File: config.mk
export PLATFORM = sky130hd
export DESIGN_NAME = ascii_to_int_signed_100_flat
export DESIGN_NICKNAME = d
export VERILOG_FILES = /design/src/rtl/ascii_to_int_signed_100_if.sv /design/src/rtl/ascii_to_int_signed_100.sv /design/src/flat_wrapper.sv
export SDC_FILE = /design/constraint.sdc
export NUM_CORES = 1
export LEC_CHECK = 0
export ABC_AREA = 1
export CORE_MARGIN = 2
export CORE_UTILIZATION = 49
export CTS_CLUSTER_SIZE = 20
export DETAILED_ROUTE_END_ITERATION = 10
export MAX_ROUTING_LAYER = met4
export PLACE_DENSITY_LB_ADDON = 0.3
export SYNTH_ARGS = -nofsm -noshare
export SYNTH_HDL_FRONTEND = slang
export SYNTH_SLANG_ARGS = --single-unit
export TNS_END_PERCENT = 10
File: constraint.sdc
create_clock -name clock -period 2.1 [get_ports clock]
set_input_delay 0.315 -clock clock [delete_from_list [all_inputs] [get_ports clock]]
set_output_delay 0.315 -clock clock [all_outputs]
set_load 0.1 [all_outputs]
File: src/rtl/ascii_to_int_signed_100_if.sv
// ascii_to_int_signed_100_if: character stream in, valid/ready signed result out
interface ascii_to_int_signed_100_if;
  logic        in_valid;
  logic [7:0]  in_data;
  logic        in_ready;
  logic        out_valid;
  logic        out_ready;
  logic [31:0] out_value;
  logic        out_err;
  modport master (output in_valid, in_data, out_ready, input in_ready, out_valid, out_value, out_err);
  modport slave  (input in_valid, in_data, out_ready, output in_ready, out_valid, out_value, out_err);
endinterface

File: src/rtl/ascii_to_int_signed_100.sv
// ascii_to_int_signed_100: byte-serial ASCII decimal parser, [+-]ddd<term> -> signed 32-bit result
// Define ASCII_TO_INT_SAT_EN to saturate well-formed out-of-range magnitudes to +-MAX_MAG.
module ascii_to_int_signed_100 #(
  parameter int MAX_MAG    = 100,
  parameter int MAX_DIGITS = 3
) (
  input logic clock,
  input logic reset_n,
  ascii_to_int_signed_100_if.slave bus
);
  localparam logic [1:0] IDLE = 2'd0, NUM = 2'd1, HOLD = 2'd2;
  localparam int NW = $clog2(MAX_DIGITS + 1);
  localparam logic [9:0] MAX_M = 10'(MAX_MAG);
  localparam logic [NW-1:0] MAX_D = NW'(MAX_DIGITS);
  logic [1:0] state, state_n;
  logic [9:0] mag, mag_n, res_mag;
  logic [NW-1:0] ndig, ndig_n;
  logic neg, neg_n, err, err_n, beat, is_dig, is_term, res_err, fire, take;
  logic [7:0] c;
  logic [31:0] res_val;
  assign c       = bus.in_data;
  assign beat    = bus.in_valid & bus.in_ready;
  assign is_dig  = (c >= 8'h30) && (c <= 8'h39);
  assign is_term = (c == 8'h0D) || (c == 8'h0A) || (c == 8'h2C);
  assign fire    = beat && (state == NUM) && is_term;
  assign take    = bus.out_valid & bus.out_ready;
`ifdef ASCII_TO_INT_SAT_EN
  assign res_err = err | (ndig == '0);
  assign res_mag = (mag > MAX_M) ? MAX_M : mag;
`else
  assign res_err = err | (ndig == '0) | (mag > MAX_M);
  assign res_mag = mag;
`endif
  assign res_val = res_err ? '0 : neg ? -{22'd0, res_mag} : {22'd0, res_mag};
  always_comb begin
    state_n = state;
    mag_n   = mag;
    ndig_n  = ndig;
    neg_n   = neg;
    err_n   = err;
    if (state == HOLD) begin
      if (take) begin
        state_n = IDLE;
        mag_n   = '0;
        ndig_n  = '0;
        neg_n   = 1'b0;
        err_n   = 1'b0;
      end
    end else if (beat && state == IDLE) begin
      if (is_dig) begin
        mag_n   = 10'(c[3:0]);
        ndig_n  = NW'(1);
        state_n = NUM;
      end else if (c == 8'h2B) begin
        state_n = NUM;
      end else if (c == 8'h2D) begin
        neg_n   = 1'b1;
        state_n = NUM;
      end else if (!(c == 8'h20 || is_term)) begin
        err_n   = 1'b1;
        state_n = NUM;
      end
    end else if (beat) begin
      // an over-long digit run flags the error but leaves mag frozen
      if (is_term) state_n = HOLD;
      else if (is_dig && ndig < MAX_D) begin
        mag_n  = mag * 10'd10 + 10'(c[3:0]);
        ndig_n = ndig + NW'(1);
      end else err_n = 1'b1;
    end
  end
  always_ff @(posedge clock or negedge reset_n) begin
    if (!reset_n) begin
      state         <= IDLE;
      mag           <= '0;
      ndig          <= '0;
      neg           <= 1'b0;
      err           <= 1'b0;
      bus.in_ready  <= 1'b0;
      bus.out_valid <= 1'b0;
      bus.out_value <= '0;
      bus.out_err   <= 1'b0;
    end else begin
      state        <= state_n;
      mag          <= mag_n;
      ndig         <= ndig_n;
      neg          <= neg_n;
      err          <= err_n;
      bus.in_ready <= (state_n != HOLD);
      if (fire) begin
        bus.out_valid <= 1'b1;
        bus.out_value <= res_val;
        bus.out_err   <= res_err;
      end else if (take) bus.out_valid <= 1'b0;
    end
  end
endmodule

File: src/flat_wrapper.sv
// flat-port wrapper written by rule: the top's interface ports become plain ports
module ascii_to_int_signed_100_flat 
#(
  parameter int MAX_MAG    = 100,
  parameter int MAX_DIGITS = 3
)
  (clock, reset_n, bus_in_valid, bus_in_data, bus_out_ready, bus_in_ready, bus_out_valid, bus_out_value, bus_out_err);
  ascii_to_int_signed_100_if bus_i ();
  input logic clock;
  input logic reset_n;
  input wire logic [$bits(bus_i.in_valid)-1:0] bus_in_valid;
  input wire logic [$bits(bus_i.in_data)-1:0] bus_in_data;
  input wire logic [$bits(bus_i.out_ready)-1:0] bus_out_ready;
  output wire logic [$bits(bus_i.in_ready)-1:0] bus_in_ready;
  output wire logic [$bits(bus_i.out_valid)-1:0] bus_out_valid;
  output wire logic [$bits(bus_i.out_value)-1:0] bus_out_value;
  output wire logic [$bits(bus_i.out_err)-1:0] bus_out_err;
  assign bus_i.in_valid = bus_in_valid;
  assign bus_i.in_data = bus_in_data;
  assign bus_i.out_ready = bus_out_ready;
  assign bus_in_ready = bus_i.in_ready;
  assign bus_out_valid = bus_i.out_valid;
  assign bus_out_value = bus_i.out_value;
  assign bus_out_err = bus_i.out_err;
  ascii_to_int_signed_100 #(.MAX_MAG(MAX_MAG), .MAX_DIGITS(MAX_DIGITS)) u_core (.clock(clock), .reset_n(reset_n), .bus(bus_i));
endmodule
==> results list, run 1 <==
- Setup violations remaining at the end of the flow were counted as 2.
* Rows: 27
- Clock-pin slew was measured on the worst setup and hold paths at 80 ps.
- In the routed design, unresolved DRC markers number 0.
* Die outline area: 6290 sq um
* GP Congestion: 0.859
* Element type at the critical path end: flip-flop
- In this run the tightest slew margin relative to its limit is 44.4%.
- In this run the worst hold path is classified as in -> async.
- The first routing iteration left 108 violations.
* Global-route track usage on met3: 2.95%
* Clock Latency Late Sink: 290 ps
- Max-cap violations in this run came to 0.
- The detail route stage leaves a number of antenna-violating nets equal to 0.
- Hold buffers post-CTS: 0
- # nets final: 459
* Height of the chip: 79.3 um
- Initial antenna violation count: 0
- CTS built an H-tree with a depth of 2.
- Sink Count: 38
- met2 is the most crowded layer.
- In this run, CTS created clock tree buffers numbering 5.
* Area growth, synth to finish: 27.5%
- Summed over all layers, the global routing overflow is 0.
- The floorplan step defined a core boundary enclosing 5510 sq um.
* CTS tree: done
- GR Util met1: 27.2%
* Crit path capture: u_core.mag[8]
- During placement, the flow inserted port buffers numbering 46.
- Synth Register Bits: 38
- In the finished design, the share of the clock period the worst path needs comes to 104%.
* Starting Density: 50.4%
- Of all nets on the critical path, the largest fanout is 3.
- In this run the deepest clock path goes through 2 buffers.
- The number of cells on the worst reg-to-reg path is 10.
* Type of element launching the critical path: flip-flop
- For the worst setup path, the data arrival time is 2370 ps.
- Final-layout worst hold slack: 114 ps
- The analysis attributes to cell leakage a power of 1.93 nW.
- Peak VDD IR: 0.933 mV
* Count of synthesis-stage warnings from yosys: 0
- RR Startpoint: u_core.mag[1]
- The number of nets in the synthesized netlist is 396.
- Final Skew: 6.82 ps
- Largest net degree at the start of global routing: 39
- The number of global-route vias before repair was 2,361.
- The number of failing hold endpoints at the final stage was 0.
- Post-DP HPWL: 4730 um
* Reg-to-reg setup timing slack: -90 ps
- Kind of critical path: reg -> reg
- Summed over all layers, the routed wires come to 6110 um.
- Critical register-to-register path endpoint: u_core.mag[8]
* Highest clock frequency the design can meet: 0.457 GHz
- Power density normalized to cell area: 1500 nW/um^2
* WL/cell: 12.2 um
- Required time of the critical path: 2290 ps
- Horiz. Die Dim: 79.3 um
- The run finished, with violations left.
- Worst slew pin tran: 834 ps
* Post-layout total power: 5.32 mW
* DR vias/cell: 5.04
- Global routing used 21.8% of the available tracks across all layers.
- Setup repair after global routing missed its margin: yes
- Met2 global-route usage: 36.7%
- The checks that failed: setup timing.
* Drt first pass iters: 4
- Worst setup slack after layout: -86.2 ps
* Number of placed I/O pins: 47
- Cell chosen for the clock root: sky130_fd_sc_hd__clkbuf_8
- Post-route minimum period: 2190 ps
- In the final layout, the share of cells above drive strength 1 is 27.8%.
* Mean cell area of the mapped netlist: 7.63 sq um
- The mapped netlist covers 2780 sq um.
* Worst setup path startpoint: u_core.mag[1]
* Number of max-slew violations in the final report: 0
* Global-route wire length before repair: 10,500 um
* Share of the yosys chip area belonging to registers: 34.2%
- Synthesis produced 364 cells.
- After synthesis, the netlist uses 37 different library cells.
- # diodes: 0
- The final route contains 2,522 vias.
[critical path: stages, from the launching register on]
cell and delay, ps:
sky130_fd_sc_hd__dfrtp_1 420, sky130_fd_sc_hd__ha_4 260, sky130_fd_sc_hd__ha_4 160, sky130_fd_sc_hd__fa_1 580, sky130_fd_sc_hd__nand2_1 70, sky130_fd_sc_hd__inv_1 70
sky130_fd_sc_hd__nand4_1 130, sky130_fd_sc_hd__a21oi_2 180, sky130_fd_sc_hd__nand3_1 80, sky130_fd_sc_hd__nand3_1 80, sky130_fd_sc_hd__nand2_1 50
[synthesized netlist by cell type]
cell                       count  area, sq um
sky130_fd_sc_hd__nor2_2        3         18.8
sky130_fd_sc_hd__o21ai_2       9         78.8
sky130_fd_sc_hd__a21oi_1      11         55.1
sky130_fd_sc_hd__nand4_1       5         31.3
sky130_fd_sc_hd__buf_4        13         97.6
sky130_fd_sc_hd__a21boi_1      1         7.51
sky130_fd_sc_hd__clkbuf_2      1         5.00
sky130_fd_sc_hd__o21a_1        1         7.51
sky130_fd_sc_hd__o31ai_1       2         15.0
sky130_fd_sc_hd__nand4_2       3         37.5
sky130_fd_sc_hd__nand3_1      29          145
sky130_fd_sc_hd__ha_1         18          225
sky130_fd_sc_hd__nor4_1        1         6.26
sky130_fd_sc_hd__xnor2_1       5         43.8
sky130_fd_sc_hd__nand2_4       5         56.3
sky130_fd_sc_hd__a211oi_1      1         7.51
sky130_fd_sc_hd__a31oi_1       1         6.26
sky130_fd_sc_hd__nand3_2       1         10.0
sky130_fd_sc_hd__or2_2         2         12.5
sky130_fd_sc_hd__inv_1        39          146
sky130_fd_sc_hd__nor3_1        2         10.0
sky130_fd_sc_hd__nand2_2       6         37.5
sky130_fd_sc_hd__o21ai_0      10         50.1
sky130_fd_sc_hd__nand2_8       1         20.0
sky130_fd_sc_hd__o21bai_1      1         7.51
sky130_fd_sc_hd__xor2_1        5         43.8
sky130_fd_sc_hd__clkbuf_1      1         3.75
sky130_fd_sc_hd__dfrtp_1      38          951
sky130_fd_sc_hd__nand2_1     110          413
sky130_fd_sc_hd__nor2_1       19         71.3
sky130_fd_sc_hd__inv_8         1         11.3
sky130_fd_sc_hd__nor2_4        4         45.0
sky130_fd_sc_hd__inv_2         5         18.8
sky130_fd_sc_hd__o22ai_1       1         6.26
sky130_fd_sc_hd__o21ai_1       4         20.0
sky130_fd_sc_hd__buf_2         3         15.0
sky130_fd_sc_hd__fa_1          2         40.0
[placed cells by master (no fill, tap or decap), types with 3 or more instances in the layout]
cell,n
sky130_fd_sc_hd__nand2_1,110
sky130_fd_sc_hd__nor2_1,18
sky130_fd_sc_hd__dfrtp_1,38
sky130_fd_sc_hd__clkbuf_8,6
sky130_fd_sc_hd__inv_2,5
sky130_fd_sc_hd__xor2_1,5
sky130_fd_sc_hd__o21ai_0,10
sky130_fd_sc_hd__nor2_4,4
sky130_fd_sc_hd__ha_4,3
sky130_fd_sc_hd__o21ai_1,4
sky130_fd_sc_hd__inv_1,39
sky130_fd_sc_hd__nand2_4,5
sky130_fd_sc_hd__nand2_2,6
sky130_fd_sc_hd__a21oi_1,9
sky130_fd_sc_hd__xnor2_1,5
sky130_fd_sc_hd__nand3_1,29
sky130_fd_sc_hd__ha_1,15
sky130_fd_sc_hd__nand4_1,5
sky130_fd_sc_hd__clkdlybuf4s50_1,10
sky130_fd_sc_hd__o21ai_2,9
sky130_fd_sc_hd__buf_4,62
sky130_fd_sc_hd__nor2_2,4
[metrics by stage]
step / utilization [%] / setup TNS [ps] / instance area (sq um) / instances / worst slack, ps
2_1_floorplan: - / 0 / 2780 / 364 / 1.87
3_3_place_gp: 60.6 / 0 / 3340 / 491 / 11.3
3_5_place_dp: 60.6 / -208 / 3340 / 491 / -76.9
4_1_cts: 63.3 / -144 / 3480 / 499 / -80.9
5_1_grt: 64.3 / -525 / 3540 / 500 / -177
6_report: 64.3 / -138 / 3540 / 500 / -86.2
[power breakdown]
| group | internal, mW | switching [mW] |
|---|---|---|
| sequential | 0.906 | 0.160 |
| combinational | 1.35 | 2.13 |
| clock | 0.507 | 0.261 |
| total | 2.77 | 2.55 |
[repair_timing]
item / 4_1_cts / 5_1_grt
buffers inserted: 0 / 1
gates resized for setup: 2 / 5
cloned: 0 / 0
endpoints found under the setup margin: 4 / 5
pin swaps: 1 / 4
[state kept, by name, summed over array words and instances, names as in the netlist]
name,count
u_core.bus.in_ready,1
u_core.bus.out_err,1
u_core.bus.out_valid,1
u_core.bus.out_value,19
u_core.err,1
u_core.mag,10
u_core.ndig,2
u_core.neg,1
u_core.state,2
[metal layers]
metal  routed length, um  vias up  share of wire, %
li1                    -     1285                 -
met1                2750     1160                45
met2                2950       68                48
met3                 291        9               4.8
met4                 117        0               1.9
met5                   0        -                 0
[worst min-delay path by stage]
stage / startpoint / endpoint / slack [ps]
2_1_floorplan: reset_n / u_core.bus.in_ready / 20
3_3_place_gp: reset_n / u_core.bus.in_ready / 460
3_5_place_dp: reset_n / u_core.bus.out_valid / 470
4_1_cts: reset_n / u_core.state[0] / 150
5_1_grt: reset_n / u_core.state[0] / 200
6_report: reset_n / u_core.state[0] / 110
[logic make-up (layout without fill, tap and decap cells)]
family | count (synthesis) | after routing | synth area share, %
and+or+nand+nor | 191 | 191 | 32.9
buffers and inverters | 63 | 127 | 10.7
AOI/OAI and AO/OA | 42 | 42 | 9.42
DFF | 38 | 38 | 34.2
adders and majority gates | 20 | 20 | 9.55
xor gates and xnor gates | 10 | 10 | 3.15
[layout make-up]
type,instances,area [sq um]
clock inverter,2,60.1
tap,72,90.1
inverter,45,176
sequential,38,951
clock buffer,6,82.6
timing repair buffer,74,591
fill,472,1960
multi-input combinational,263,1590
No activity file was read; power rests on OpenSTA's default activity.
==> inputs of run 2 (changes only) <==
--- a/config.mk
+++ b/config.mk
@@ -12,6 +12,7 @@
 export DETAILED_ROUTE_END_ITERATION = 10
 export MAX_ROUTING_LAYER = met4
 export PLACE_DENSITY_LB_ADDON = 0.3
+export SKIP_LAST_GASP = 1
 export SYNTH_ARGS = -nofsm -noshare
 export SYNTH_HDL_FRONTEND = slang
 export SYNTH_SLANG_ARGS = --single-unit
==> results list, run 2 (synthesis gave the netlist of run 1 again) <==
- Number of endpoints failing setup at the final stage: 4
- Summed over all nets, the switching power comes to 2.51 mW.
- The number of antenna violations at the first check in global routing is 0.
- The first routing iteration left 139 violations.
* Post-DP HPWL: 4730 um
- Number of CTS-inserted buffers: 5
- The final layout contains routed wiring with a total length of 6100 um.
- Final Skew: 7.81 ps
- Highest clock frequency the design can meet: 0.457 GHz
- Starting Density: 50.4%
* Global-route wire length before repair: 10,500 um
* Maximum level of the CTS H-tree: 2
* Overall fraction of global-route tracks in use: 21.6%
- Entering global routing, the biggest net connects 39 pins.
* Cell area reported after detailed placement: 3340 sq um
- Measured against its own limit, the worst slew margin works out to 43.2%.
* Outcome: finished with violations
* Type of element launching the critical path: flip-flop
- After clock tree synthesis, the clock-pin slew on the worst setup and hold paths is 80 ps.
* Worst slew pin tran: 851 ps
- The share of total power dissipated in the clock network is 14.7%.
* Fraction of layout cells with a size suffix above 1: 27.1%
- The routed design could run at a clock period as short as 2190 ps.
* Number of placed I/O pins: 47
- After floorplanning, the core was sized to cover 5510 sq um.
- The register with the most flip-flops in the layout has 19 of them.
- The share of total power dissipated in combinational logic is 64.9%.
- Violated checks: setup timing
* # diodes: 0
- Filler-free cell count of the finished design: 500
- The area growth from synthesis to layout is 26.4%.
* CTS tree: done
- Cell leakage power: 1.93 nW
* Final worst path period share: 104%
- Horiz. Die Dim: 79.3 um
* Arrival time reported for the critical path endpoint: 2420 ps
- Post-layout total power: 5.23 mW
- Setup repair after global routing could not meet its margin everywhere.
- Element type at the critical path end: flip-flop
- # nets final: 459
- The tool flagged a number of max-cap violations equal to 0.
* Commonest cells after routing, fill and taps aside: 110 x sky130_fd_sc_hd__nand2_1, 62 x sky130_fd_sc_hd__buf_4, 39 x sky130_fd_sc_hd__inv_1, 38 x sky130_fd_sc_hd__dfrtp_1, 29 x sky130_fd_sc_hd__nand3_1
- The number of max-slew violations in the final report came to 0.
- Reg-to-reg setup timing slack: -90 ps
* Worst min-delay path class: in -> async
- Cell chosen for the clock root: sky130_fd_sc_hd__clkbuf_8
* Die outline area: 6290 sq um
* Proportion of power drawn by flip-flops and latches: 20.4%
* Peak VDD IR: 0.899 mV
- Total via count after detailed routing: 2,515
- The clock reaches the later pin of the worst-skew pair after 290 ps.
- In the final layout, flip-flops and latches occupy 951 sq um.
* Via count of the first global-routing pass: 2,350
- By startpoint and endpoint, the worst setup path is classified as reg -> reg.
- Leading cell type in the layout, fill and taps excluded: sky130_fd_sc_hd__nand2_1
- DR vias/cell: 5.03
- Maximum clock path buffer count: 2
- Rows: 27
* Final Cell Area: 3510 sq um
- Grt total ovfl: 0
- Before antenna repair, the detailed router went through 4 iterations.
- Setup slack on the critical path of the routed design comes to -87.1 ps.
* Height of the chip: 79.3 um
- After detailed routing, the number of remaining DRC violations is 0.
- In the final routed layout, each cell accounts on average for 12.2 um.
- Peak fanout along the critical path: 3
- Setup total negative slack on the finished layout was measured at -180 ps.
- Number of buffers inserted by port buffering: 46
* Sink Count: 38
* Largest registers: u_core.bus.out_value (19), u_core.mag (10)
* Required time of the critical path: 2340 ps
* Switching share of total power: 47.9%
- Residual antenna-violating net count after detailed routing: 0
- Internal power comes to 2.72 mW.
* GP Congestion: 0.859
- Power density normalized to cell area: 1490 nW/um^2
* Number of endpoints with negative hold slack in the final report: 0
* Number of filler instances in the final layout: 476
- Area used by multi-input combinational logic: 1560 sq um
* Largest register by flop count: u_core.bus.out_value
* Placed Cells: 491
## run 2: metrics by stage
stage,worst slack (ps),hold WS [ps],util [%]
6_report,-87.1,123,63.8
5_1_grt,-191,201,63.8
4_1_cts,-80.9,149,63.2
3_5_place_dp,-76.9,467,60.6
3_3_place_gp,11.3,464,60.6
2_1_floorplan,1.87,19.4,-
## run 2: what timing repair did
| item | CTS | global route |
|---|---|---|
| setup endpoints to repair | 4 | 5 |
| resized for setup | 0 | 3 |
| setup buffers | 0 | 1 |
| hold buffers | 0 | 0 |
| pin swaps | 0 | 4 |
## run 2: routing by layer
| layer | vias to the layer above | global-route usage (%) | wire length, um |
|---|---|---|---|
| li1 | 1284 | - | - |
| met1 | 1157 | 27.1 | 2770 |
| met2 | 63 | 36.4 | 2910 |
| met3 | 11 | 2.95 | 297 |
| met4 | 0 | 6.72 | 123 |
| met5 | - | - | 0 |
## run 2: final cells by class
| cell class | count | share of cell area (%) |
|---|---|---|
| tap | 72 | 2.57 |
| clock buffer | 6 | 2.35 |
| timing repair buffer | 74 | 16.8 |
| inverter | 45 | 5.02 |
| sequential | 38 | 27.1 |
| clock inverter | 2 | 1.71 |
| multi-input combinational | 263 | 44.5 |
## run 2: path summary, 6_finish.rpt
path	start	endpoint	cells after the start
max	u_core.mag[1]	u_core.mag[8]	11
max in group asynchronous	reset_n	u_core.bus.out_value[23]	1
min in group clock	u_core.bus.out_value[3]	u_core.bus.out_value[3]	2
min reg2reg	u_core.bus.out_value[3]	u_core.bus.out_value[3]	2
max reg2reg	u_core.mag[1]	u_core.mag[8]	11
min	reset_n	u_core.state[0]	1
## run 2: critical path, stage by stage (launching register included)
cell and delay (ps):
sky130_fd_sc_hd__dfrtp_1 420, sky130_fd_sc_hd__ha_4 260, sky130_fd_sc_hd__ha_4 160, sky130_fd_sc_hd__fa_1 580, sky130_fd_sc_hd__nand2_1 70, sky130_fd_sc_hd__inv_1 70
sky130_fd_sc_hd__nand4_1 130, sky130_fd_sc_hd__a21oi_2 180, sky130_fd_sc_hd__nand2_1 60, sky130_fd_sc_hd__nand3_1 70, sky130_fd_sc_hd__nand3_1 70, sky130_fd_sc_hd__nand2_1 70
## run 2: power by group through the flow
stage	logic, mW	registers [mW]	clock network (mW)
6_report	3.39	1.07	0.770
3_3_place_gp	3.23	1.06	0
2_1_floorplan	2.05	1.41	0
5_1_grt	3.76	1.09	0.814
3_5_place_dp	3.30	1.07	0
4_1_cts	3.33	1.06	0.783
